## src/rtl/rv32i_alu_pkg.sv

```systemverilog
// Shared RV32I ALU definitions: datapath width and ALU operation encoding.
// Used by the ALU, the instruction decoder and imm_gen.
package rv32i_alu_pkg;

  localparam int unsigned XLEN = 32;
  localparam int unsigned SHAMT_W = 5;

  // R-type ops are {funct7[5], funct3}; branch compares and PASSB use the spare codes
  typedef enum logic [3:0] {
    ALU_ADD   = 4'b0000,
    ALU_SLL   = 4'b0001,
    ALU_SLT   = 4'b0010,
    ALU_SLTU  = 4'b0011,
    ALU_XOR   = 4'b0100,
    ALU_SRL   = 4'b0101,
    ALU_OR    = 4'b0110,
    ALU_AND   = 4'b0111,
    ALU_SUB   = 4'b1000,
    ALU_EQ    = 4'b1001,
    ALU_NE    = 4'b1010,
    ALU_GE    = 4'b1011,
    ALU_GEU   = 4'b1100,
    ALU_SRA   = 4'b1101,
    ALU_PASSB = 4'b1110,
    ALU_RSVD  = 4'b1111
  } alu_op_e;

endpackage

```

## src/rtl/rv32i_alu_if.sv

```systemverilog
// ALU operand/result bundle.
//   alu_op   operation select (alu_op_e)
//   alu_in1  operand A (rs1 or PC)
//   alu_in2  operand B (rs2 or immediate)
//   alu_out  registered result
//   alu_zero registered "result is zero" flag (only with RV32I_ALU_ZERO_FLAG_EN)
// master: the core issuing operations; slave: the ALU.
interface rv32i_alu_if
  import rv32i_alu_pkg::*;
#(
  parameter int unsigned XLEN = rv32i_alu_pkg::XLEN
);

  alu_op_e           alu_op;
  logic [XLEN-1:0]   alu_in1;
  logic [XLEN-1:0]   alu_in2;
  logic [XLEN-1:0]   alu_out;
`ifdef RV32I_ALU_ZERO_FLAG_EN
  logic              alu_zero;
`endif

  modport master (
    output alu_op, alu_in1, alu_in2,
    input  alu_out
`ifdef RV32I_ALU_ZERO_FLAG_EN
    , input alu_zero
`endif
  );

  modport slave (
    input  alu_op, alu_in1, alu_in2,
    output alu_out
`ifdef RV32I_ALU_ZERO_FLAG_EN
    , output alu_zero
`endif
  );

endinterface

```

## src/rtl/rv32i_alu_shifter.sv

```systemverilog
// Combinational barrel shifter for SLL/SRL/SRA.
//   data_in      value to shift
//   shamt        shift amount (0..31)
//   shift_left   1 = logical left, 0 = right
//   shift_arith  for right shifts, 1 = replicate sign bit
//   shift_out_c  shifted result (combinational)
module rv32i_alu_shifter
  import rv32i_alu_pkg::*;
#(
  parameter int unsigned XLEN = rv32i_alu_pkg::XLEN
) (
  input  logic [XLEN-1:0]    data_in,
  input  logic [SHAMT_W-1:0] shamt,
  input  logic               shift_left,
  input  logic               shift_arith,
  output logic [XLEN-1:0]    shift_out_c
);

  always_comb begin
    shift_out_c = '0;
    if (shift_left) begin
      shift_out_c = data_in << shamt;
    end else if (shift_arith) begin
      shift_out_c = XLEN'($signed(data_in) >>> shamt);
    end else begin
      shift_out_c = data_in >> shamt;
    end
  end

endmodule

```

## src/rtl/rv32i_alu.sv

```systemverilog
// Registered RV32I integer ALU: result appears one clock after the operands.
//   clk     system clock
//   reset   synchronous active-high reset (clears alu_out)
//   alu_if  slave side of rv32i_alu_if (op, operands, result)
// Optional macro RV32I_ALU_ZERO_FLAG_EN adds the registered alu_zero flag,
// set to 1 by reset.
module rv32i_alu
  import rv32i_alu_pkg::*;
#(
  parameter int unsigned XLEN = rv32i_alu_pkg::XLEN
) (
  input  logic        clk,
  input  logic        reset,
  rv32i_alu_if.slave  alu_if
);

  logic [XLEN-1:0] a;
  logic [XLEN-1:0] b;
  logic [XLEN-1:0] shift_c;
  logic [XLEN-1:0] result_c;
  logic            lt_s_c;
  logic            lt_u_c;
  logic            shift_left_c;
  logic            shift_arith_c;

  assign a = alu_if.alu_in1;
  assign b = alu_if.alu_in2;

  assign lt_s_c        = $signed(a) < $signed(b);
  assign lt_u_c        = a < b;
  assign shift_left_c  = (alu_if.alu_op == ALU_SLL);
  assign shift_arith_c = (alu_if.alu_op == ALU_SRA);

  // Only the low 5 bits of B select the shift amount
  rv32i_alu_shifter #(.XLEN(XLEN)) u_shifter (
    .data_in     (a),
    .shamt       (b[SHAMT_W-1:0]),
    .shift_left  (shift_left_c),
    .shift_arith (shift_arith_c),
    .shift_out_c (shift_c)
  );

  // Next result; compares are zero-extended single bits
  always_comb begin
    result_c = '0;
    case (alu_if.alu_op)
      ALU_ADD:   result_c = a + b;
      ALU_SUB:   result_c = a - b;
      ALU_SLL,
      ALU_SRL,
      ALU_SRA:   result_c = shift_c;
      ALU_SLT:   result_c = XLEN'(lt_s_c);
      ALU_SLTU:  result_c = XLEN'(lt_u_c);
      ALU_XOR:   result_c = a ^ b;
      ALU_OR:    result_c = a | b;
      ALU_AND:   result_c = a & b;
      ALU_EQ:    result_c = XLEN'(a == b);
      ALU_NE:    result_c = XLEN'(a != b);
      ALU_GE:    result_c = XLEN'(!lt_s_c);
      ALU_GEU:   result_c = XLEN'(!lt_u_c);
      ALU_PASSB: result_c = b;
      default:   result_c = '0;
    endcase
  end

  always_ff @(posedge clk) begin
    if (reset) begin
      alu_if.alu_out <= '0;
    end else begin
      alu_if.alu_out <= result_c;
    end
  end

`ifdef RV32I_ALU_ZERO_FLAG_EN
  // Flag tracks the value being loaded into alu_out; reset value 0 counts as zero
  always_ff @(posedge clk) begin
    if (reset) begin
      alu_if.alu_zero <= 1'b1;
    end else begin
      alu_if.alu_zero <= (result_c == '0);
    end
  end
`endif

endmodule

```

## src/flat_wrapper.sv

```systemverilog
// flat-port wrapper written by rule: the top's interface ports become plain ports
module rv32i_alu_flat import rv32i_alu_pkg::*;
#(
  parameter int unsigned XLEN = rv32i_alu_pkg::XLEN
)
  (clk, reset, alu_if_alu_op, alu_if_alu_in1, alu_if_alu_in2, alu_if_alu_out);
  rv32i_alu_if #(.XLEN(XLEN)) alu_if_i ();
  input  logic clk;
  input  logic reset;
  input wire logic [$bits(alu_if_i.alu_op)-1:0] alu_if_alu_op;
  input wire logic [$bits(alu_if_i.alu_in1)-1:0] alu_if_alu_in1;
  input wire logic [$bits(alu_if_i.alu_in2)-1:0] alu_if_alu_in2;
  output wire logic [$bits(alu_if_i.alu_out)-1:0] alu_if_alu_out;
  assign alu_if_i.alu_op = alu_if_alu_op;
  assign alu_if_i.alu_in1 = alu_if_alu_in1;
  assign alu_if_i.alu_in2 = alu_if_alu_in2;
  assign alu_if_alu_out = alu_if_i.alu_out;
  rv32i_alu #(.XLEN(XLEN)) u_core (.clk(clk), .reset(reset), .alu_if(alu_if_i));
endmodule
```

## config.mk

```make
export PLATFORM = sky130hd
export DESIGN_NAME = rv32i_alu_flat
export DESIGN_NICKNAME = d
export VERILOG_FILES = /design/src/rtl/rv32i_alu_pkg.sv /design/src/rtl/rv32i_alu_if.sv /design/src/rtl/rv32i_alu_shifter.sv /design/src/rtl/rv32i_alu.sv /design/src/flat_wrapper.sv
export SDC_FILE = /design/constraint.sdc
export NUM_CORES = 1
export LEC_CHECK = 0
export CAP_MARGIN = 20
export CELL_PAD_IN_SITES_DETAIL_PLACEMENT = 1
export CELL_PAD_IN_SITES_GLOBAL_PLACEMENT = 2
export CORE_ASPECT_RATIO = 0.7
export CORE_UTILIZATION = 34
export DETAILED_ROUTE_END_ITERATION = 10
export MAX_ROUTING_LAYER = met4
export PLACE_DENSITY_LB_ADDON = 0.3
export SYNTH_ARGS = -nofsm -noshare
export SYNTH_HDL_FRONTEND = slang
export SYNTH_SLANG_ARGS = --single-unit
```

## constraint.sdc

```tcl
create_clock -name clk -period 5.2 [get_ports clk]
set_input_delay 1.3 -clock clk [delete_from_list [all_inputs] [get_ports clk]]
set_output_delay 1.3 -clock clk [all_outputs]
set_load 0.02 [all_outputs]
```

* Word-level counts from Yosys, hierarchy flattened
Cells that the tools add are included.
Cells by class: eq/ne operators 16, shift-type cells 3, $add $sub $neg 2, bitwise logic cells 3, reduce and logical (&&, ||, !) cells 4, muxes and demuxes 3, order comparisons 2
Operator list (number):
- case mux 32 bit (13 select lines) | 1
- < comparator 32 bit | 2
- 2-to-1 mux 32 bit | 2
- adder 32 bit | 1
- AND 32 bit | 1
- equality test 32 bit | 1
- inequality test 32 bit | 1
- OR 32 bit | 1
- << shifter 32 x 5 -> 32 bit | 1
- >> shifter 32 x 5 -> 32 bit | 1
- >>> shifter 32 x 5 -> 32 bit | 1
- subtractor 32 bit | 1
- bitwise XOR 32 bit | 1
- equality test 4 bit, second input constant | 7
- equality test 4 x 3 -> 1 bit, second input constant | 4
- equality test 4 x 2 -> 1 bit, second input constant | 2
- equality test 4 x 1 -> 1 bit, second input constant | 1
- logical NOT 4 bit | 1
- OR reduction 3 bit | 1
- logical NOT 1 bit | 2
Word-level totals: register bits 32, output and inout port bits 32

* Longest topological paths before layout
Gate-level depths: netlist of run 1.
depth in word-level cells 4, gate-level depth with buffers 15

* Modules after synthesis
From an unflattened synthesis of run 1, not the netlist that was laid out.
Unflattened totals: cell total of the unflattened synthesis 1490, area total of the unflattened synthesis 10542.6 µm²
Modules (own cells, without submodules):
- rv32i_alu | cells each 970, area an instance 6631.4 µm², instances 1, sequential area each 640.6 µm²
- rv32i_alu_shifter | cells each 520, area an instance 3911.3 µm², instances 1, sequential area each 0.0 µm²

* Worst setup path before layout of run 1
OpenSTA, ideal clock, no wires.
path type input-to-reg, start in alu_if_alu_in2[3], end reg u_core.alu_if.alu_out[23], data arrival time 4.461 ns, stages 15, path buffers 4, setup time 0.136 ns, required time 5.064 ns, setup slack 0.603 ns, cell sequence inv_1 > clkbuf_1 > clkbuf_1 > clkbuf_1 > ha_1 > buf_2 > a21oi_1 > nor2_1 > a311oi_4 > o21ai_1 > o211a_1 > o21ai_0 > nand2b_1 > a2111oi_0 > a211oi_1
On the way: word-level cells in the longest chain between the ends 4
Ends and longest elaborated chain:
- from (decl) | line flat_wrapper.sv:12 | input wire logic [$bits(alu_if_i.alu_in2)-1:0] alu_if_alu_in2;
- branches (longest 3 deep; another with subtractor 32 bit)
- case mux 32 bit (13 select lines) * | line rv32i_alu.sv:46 | case (alu_if.alu_op)
- to (signal assigned) | line rv32i_alu.sv:70 | alu_if.alu_out <= result_c;
- to (decl) | line rv32i_alu_if.sv:32 | output alu_out
Mark *: on every way between the ends. A chain may end at the register's enable or synchronous reset.

* Worst setup path after layout of run 1
start in alu_if_alu_in1[10], end reg u_core.alu_if.alu_out[26]
On the way: word-level cells in the longest chain between the ends 4
Ends and longest elaborated chain:
- from (decl) | line flat_wrapper.sv:11 | input wire logic [$bits(alu_if_i.alu_in1)-1:0] alu_if_alu_in1;
- branches (longest 3 deep; another with subtractor 32 bit)
- case mux 32 bit (13 select lines) * | line rv32i_alu.sv:46
Marks and branches as above.

==> results of run 1 <==
-- Yosys cell counts, types with 6 or more instances --
library cell | n | share of area, %
a31oi_1 | 25 | 1.6
nand2_1 | 116 | 4.3
a22oi_1 | 20 | 1.5
o221ai_1 | 9 | 0.78
mux4_2 | 59 | 13
a211oi_1 | 20 | 1.5
a31o_2 | 6 | 0.52
buf_4 | 6 | 0.45
o21ai_0 | 97 | 4.8
o22ai_1 | 9 | 0.56
nand2b_1 | 12 | 0.74
o21bai_1 | 8 | 0.60
mux2i_1 | 34 | 3.4
buf_2 | 24 | 1.2
nor3_1 | 38 | 1.9
o211ai_1 | 29 | 2.2
buf_1 | 11 | 0.41
nand3_1 | 22 | 1.1
buf_6 | 7 | 0.78
nor2_1 | 191 | 7.1
dfxtp_1 | 32 | 6.4
o31ai_1 | 11 | 0.82
nor4_1 | 15 | 0.93
o21ai_1 | 8 | 0.40
nor2b_1 | 15 | 0.93
inv_1 | 97 | 3.6
xnor2_1 | 18 | 1.6
nand4_1 | 10 | 0.62
or3_1 | 11 | 0.68
a221oi_1 | 22 | 1.9
a221o_1 | 7 | 0.69
a21oi_1 | 121 | 6.0
a21o_1 | 12 | 0.89
ha_1 | 97 | 12
clkbuf_1 | 68 | 2.5
and3_1 | 6 | 0.37
-- routing by layer --
metal | track usage, % | routed length, um | vias to the layer above
met5 | - | 0 | -
met4 | 4.81 | 574 | 0
met3 | 11.7 | 7540 | 54
met2 | 47.4 | 21100 | 776
met1 | 55.9 | 25900 | 6224
li1 | - | - | 5410
-- how the worst max path moves through the flow --
stage	endpoint	slack [ns]
after global routing	u_core.alu_if.alu_out[29]	0.40
after CTS	u_core.alu_if.alu_out[26]	0.61
after detailed placement	u_core.alu_if.alu_out[26]	0.31
after floorplan	u_core.alu_if.alu_out[23]	0.60
after global placement	u_core.alu_if.alu_out[26]	0.41
final	u_core.alu_if.alu_out[26]	0.45
-- cells by family (layout without fill, tap and decap cells) --
| family | after synthesis | in the layout | synth area share (%) |
|---|---|---|---|
| adders and majority gates | 99 | 99 | 12.4 |
| xor gates and xnor gates | 21 | 21 | 1.82 |
| other | 0 | 3 | 0 |
| buffers and inverters | 216 | 307 | 9.10 |
| DFF | 32 | 32 | 6.35 |
| and+or+nand+nor | 461 | 461 | 20.8 |
| muxes | 97 | 97 | 17.0 |
| AOI/OAI and AO/OA | 478 | 478 | 32.5 |
-- per-stage QoR --
step	hold WS (ns)	total power, mW	instances	worst slack [ns]
2_1_floorplan	1.50	1.06	1404	0.603
3_3_place_gp	1.98	1.54	1865	0.406
3_5_place_dp	1.95	1.56	1865	0.309
4_1_cts	1.64	1.91	1873	0.608
5_1_grt	1.72	2.04	1875	0.400
6_report	1.66	1.95	1876	0.447
-- tightest hold or removal path: stages --
cell and delay [ns]:
buf_4 0.13, ha_1 0.20, a221oi_1 0.09, a31oi_1 0.18
-- power groups by stage --
stage / clock network, mW / registers (mW) / logic (mW)
6_report: 0.341 / 0.277 / 1.33
5_1_grt: 0.357 / 0.278 / 1.40
4_1_cts: 0.348 / 0.277 / 1.28
3_5_place_dp: 0 / 0.282 / 1.27
3_3_place_gp: 0 / 0.282 / 1.26
2_1_floorplan: 0 / 0.305 / 0.751
-- cell type report --
cell class	instances	area, um^2	share of cell area (%)
multi-input cells	1156	8550	71.7
repair buffers	200	1740	14.6
flip-flops and latches	32	641	5.37
well taps	378	473	3.96
inverters	99	372	3.11
clock buffers	6	139	1.16
clock inverters	2	10.0	0.0839
diodes	3	7.51	0.0629
==> flow_summary.html, run 1 <==
<table>
<tr><th>Metric</th><th>Value</th></tr>
<tr><th colspan="2">Routing</th></tr>
<tr><td>Routed length per instance</td><td>roughly 29 um</td></tr>
<tr><td>Drt pass-1 iters</td><td>5</td></tr>
<tr><td>Remaining DRCs</td><td>0</td></tr>
<tr><td>Via count</td><td>roughly 12000</td></tr>
<tr><td>Detailed router's first-iteration violation count</td><td>between 1500 and 2000</td></tr>
<tr><td>Total Wirelength</td><td>roughly 55000 um</td></tr>
<tr><td>Routed Antenna Nets</td><td>0</td></tr>
<tr><td>Vias per inst</td><td>6.64</td></tr>
<tr><th colspan="2">Place</th></tr>
<tr><td>Number of buffers added on ports</td><td>between 100 and 150</td></tr>
<tr><td>Post-placement cell area</td><td>~12000 um^2</td></tr>
<tr><td>Final GP Congestion</td><td>~1</td></tr>
<tr><td>HPWL after detailed placement</td><td>43500 um</td></tr>
<tr><th colspan="2">Setup path</th></tr>
<tr><td>Buffers plus inverters on the worst setup path</td><td>4</td></tr>
<tr><td>Instance count on the critical path</td><td>13</td></tr>
<tr><td>Required time of the worst setup path</td><td>5.41 ns</td></tr>
<tr><td>Cell at the slowest stage of the critical path</td><td>o41ai_1</td></tr>
<tr><td>Delay of the slowest cell on the worst path</td><td>between 0.7 and 0.8 ns</td></tr>
<tr><td>Crit-path cells</td><td>clkdlybuf4s50_1 -&gt; inv_1 -&gt; ha_1 -&gt; buf_4 -&gt; inv_1 -&gt; nand3_1 -&gt; nor2_1 -&gt; a31o_2 -&gt; a21oi_1 -&gt; o41ai_1 -&gt; a311o_1 -&gt; o211ai_1 -&gt; o21a_1</td></tr>
<tr><td>Critical-path maximum fanout</td><td>8</td></tr>
<tr><td>Startpoint kind of the worst setup timing path</td><td>input port</td></tr>
<tr><td>Type of the worst setup path</td><td>in2reg</td></tr>
<tr><td>Endpoint type of the worst setup path</td><td>flip-flop</td></tr>
<tr><td>Dominant delay contributor by cell family on the critical path</td><td>compound AO/OA/AOI/OAI gates</td></tr>
<tr><td>Crit path DAT</td><td>roughly 5.0 ns</td></tr>
<tr><td>Top cell by count, worst path</td><td>inv_1</td></tr>
<tr><td>Critical Path Start</td><td>alu_if_alu_in1[10]</td></tr>
<tr><th colspan="2">Yosys</th></tr>
<tr><td>Sequential area share after synthesis</td><td>6.35%</td></tr>
<tr><td>Number of nets produced by synthesis</td><td>roughly 1600</td></tr>
<tr><td>Number of different library cells in the post-synthesis netlist</td><td>between 90 and 100</td></tr>
<tr><td>Post-Synthesis Cells</td><td>around 1400</td></tr>
<tr><td>Synth Area per Inst</td><td>7.18 um^2</td></tr>
<tr><td>Async SR Flop Fraction</td><td>0%</td></tr>
<tr><td>Yosys Warn Count</td><td>0</td></tr>
<tr><td>Commonest register cell after synthesis</td><td>dfxtp_1</td></tr>
<tr><td>Number of enable flip-flop cells after synthesis</td><td>0</td></tr>
<tr><td>Synth Register Bits</td><td>32</td></tr>
<tr><td>Cell area after synthesis</td><td>just over 10000 um^2</td></tr>
<tr><th colspan="2">STA</th></tr>
<tr><td>Unrepaired setup endpoints after global routing</td><td>false</td></tr>
<tr><td>Relative slew slack</td><td>roughly 34%</td></tr>
<tr><td>Fin. Hold Viols</td><td>0</td></tr>
<tr><td>Post-route minimum period</td><td>4.75 ns</td></tr>
<tr><td>Part of the cycle the worst path needs</td><td>91.4%</td></tr>
<tr><td>Setup_tns</td><td>0 ns</td></tr>
<tr><td>Slew Limit Fails</td><td>0</td></tr>
<tr><td>Max Clock Freq</td><td>roughly 210 MHz</td></tr>
<tr><td>Slew at the pin closest to its max-slew limit</td><td>~0.96 ns</td></tr>
<tr><td>Final setup fails</td><td>0</td></tr>
<tr><th colspan="2">Outcome</th></tr>
<tr><td>Run status</td><td>complete, no violations</td></tr>
<tr><th colspan="2">Floorplan</th></tr>
<tr><td>Core Box Area</td><td>29000 um^2</td></tr>
<tr><td>Die boundary height</td><td>146 um</td></tr>
<tr><td>Starting density of the core</td><td>34.7%</td></tr>
<tr><td>Cell row count</td><td>52</td></tr>
<tr><td>Die area</td><td>between 30000 and 40000 um^2</td></tr>
<tr><td>Ports placed on the boundary</td><td>102</td></tr>
<tr><td>Horizontal die dimension</td><td>208 um</td></tr>
<tr><th colspan="2">Global route</th></tr>
<tr><td>Global Route Usage Sum</td><td>a little under two fifths</td></tr>
<tr><td>Vias in the first global route</td><td>between 10000 and 15000</td></tr>
<tr><td>Remaining global-route overflow</td><td>0</td></tr>
<tr><td>First-pass GRT wire length</td><td>around 80000 um</td></tr>
<tr><td>Number of antenna violations at the first check in global routing</td><td>2</td></tr>
<tr><td>Maximum number of pins on one net before global-route repair</td><td>between 50 and 60</td></tr>
<tr><th colspan="2">Final layout</th></tr>
<tr><td>Most flops, register</td><td>u_core.alu_if.alu_out</td></tr>
<tr><td>Largest regs</td><td>u_core.alu_if.alu_out (32)</td></tr>
<tr><td>Layout-stage area growth over the synthesis result</td><td>18.3%</td></tr>
<tr><td>Post-layout utilization of the core</td><td>between 40% and 50%</td></tr>
<tr><td>Top library cells by usage in the layout, fill and taps aside</td><td>nor2_1, a21oi_1, nand2_1</td></tr>
<tr><td>Max reg flops</td><td>32</td></tr>
<tr><td>Commonest non-fill, non-tap cell in the layout</td><td>nor2_1</td></tr>
<tr><td>Total non-filler cell area in the finished layout</td><td>11900 um^2</td></tr>
<tr><td>Nets@finish</td><td>1663</td></tr>
<tr><td>Fillers</td><td>about 3600</td></tr>
<tr><td>Share of final-layout standard cells stronger than drive strength 1</td><td>between 10% and 20%</td></tr>
<tr><th colspan="2">Power and ir drop</th></tr>
<tr><td>LEAKAGE</td><td>4.77 nW</td></tr>
<tr><td>Internal</td><td>between 0.9 and 1 mW</td></tr>
<tr><td>Clock network fraction of design power</td><td>17.5%</td></tr>
<tr><td>Fraction of power consumed by sequential logic</td><td>14.2%</td></tr>
<tr><td>PD cells</td><td>between 150 and 200 nW/um^2</td></tr>
<tr><td>Worst supply voltage drop on vdd</td><td>118 uV</td></tr>
<tr><td>Switching portion of total power</td><td>roughly 51%</td></tr>
<tr><td>Combinational fraction of design power</td><td>about 68%</td></tr>
<tr><td>Switching power</td><td>slightly below 1 mW</td></tr>
<tr><th colspan="2">Hold path</th></tr>
<tr><td>Startpoint of the most critical hold path</td><td>alu_if_alu_in2[1]</td></tr>
<tr><td>Path type of the worst min-delay path</td><td>in2reg</td></tr>
<tr><td>Count of cells along the worst hold path</td><td>4</td></tr>
<tr><td>Endpoint with the worst hold slack</td><td>u_core.alu_if.alu_out[1]</td></tr>
<tr><th colspan="2">Clock network</th></tr>
<tr><td>TritonCTS clock tree</td><td>yes</td></tr>
<tr><td>Reg clk slew, reported paths</td><td>about 0.07 ns</td></tr>
<tr><td>Maximum buffer depth of the clock tree</td><td>2</td></tr>
<tr><td>Post-CTS setup repair buffer count</td><td>0</td></tr>
<tr><td>TritonCTS buffer count</td><td>5</td></tr>
<tr><td>Count of cells resized by post-cts repair</td><td>0</td></tr>
<tr><td>Maximum level of the CTS H-tree</td><td>2</td></tr>
<tr><td>Cts hold-fix bufs</td><td>0</td></tr>
<tr><td>CTS sink cnt</td><td>32</td></tr>
<tr><td>Clock Tree Root</td><td>clkbuf_16</td></tr>
<tr><th colspan="2">Flow run</th></tr>
<tr><td>Number of max-capacitance violations reported</td><td>0</td></tr>
</table>
Power figures use the tool's default switching activity.
==> inputs of run 2 (changes only) <==
--- a/config.mk
+++ b/config.mk
@@ -13,6 +13,8 @@
 export DETAILED_ROUTE_END_ITERATION = 10
 export MAX_ROUTING_LAYER = met4
 export PLACE_DENSITY_LB_ADDON = 0.3
+export SKIP_LAST_GASP = 1
+export SLEW_MARGIN = 30
 export SYNTH_ARGS = -nofsm -noshare
 export SYNTH_HDL_FRONTEND = slang
 export SYNTH_SLANG_ARGS = --single-unit
==> results of run 2 <==
No change in the layout: final DEF, timing and power equal those of run 1.
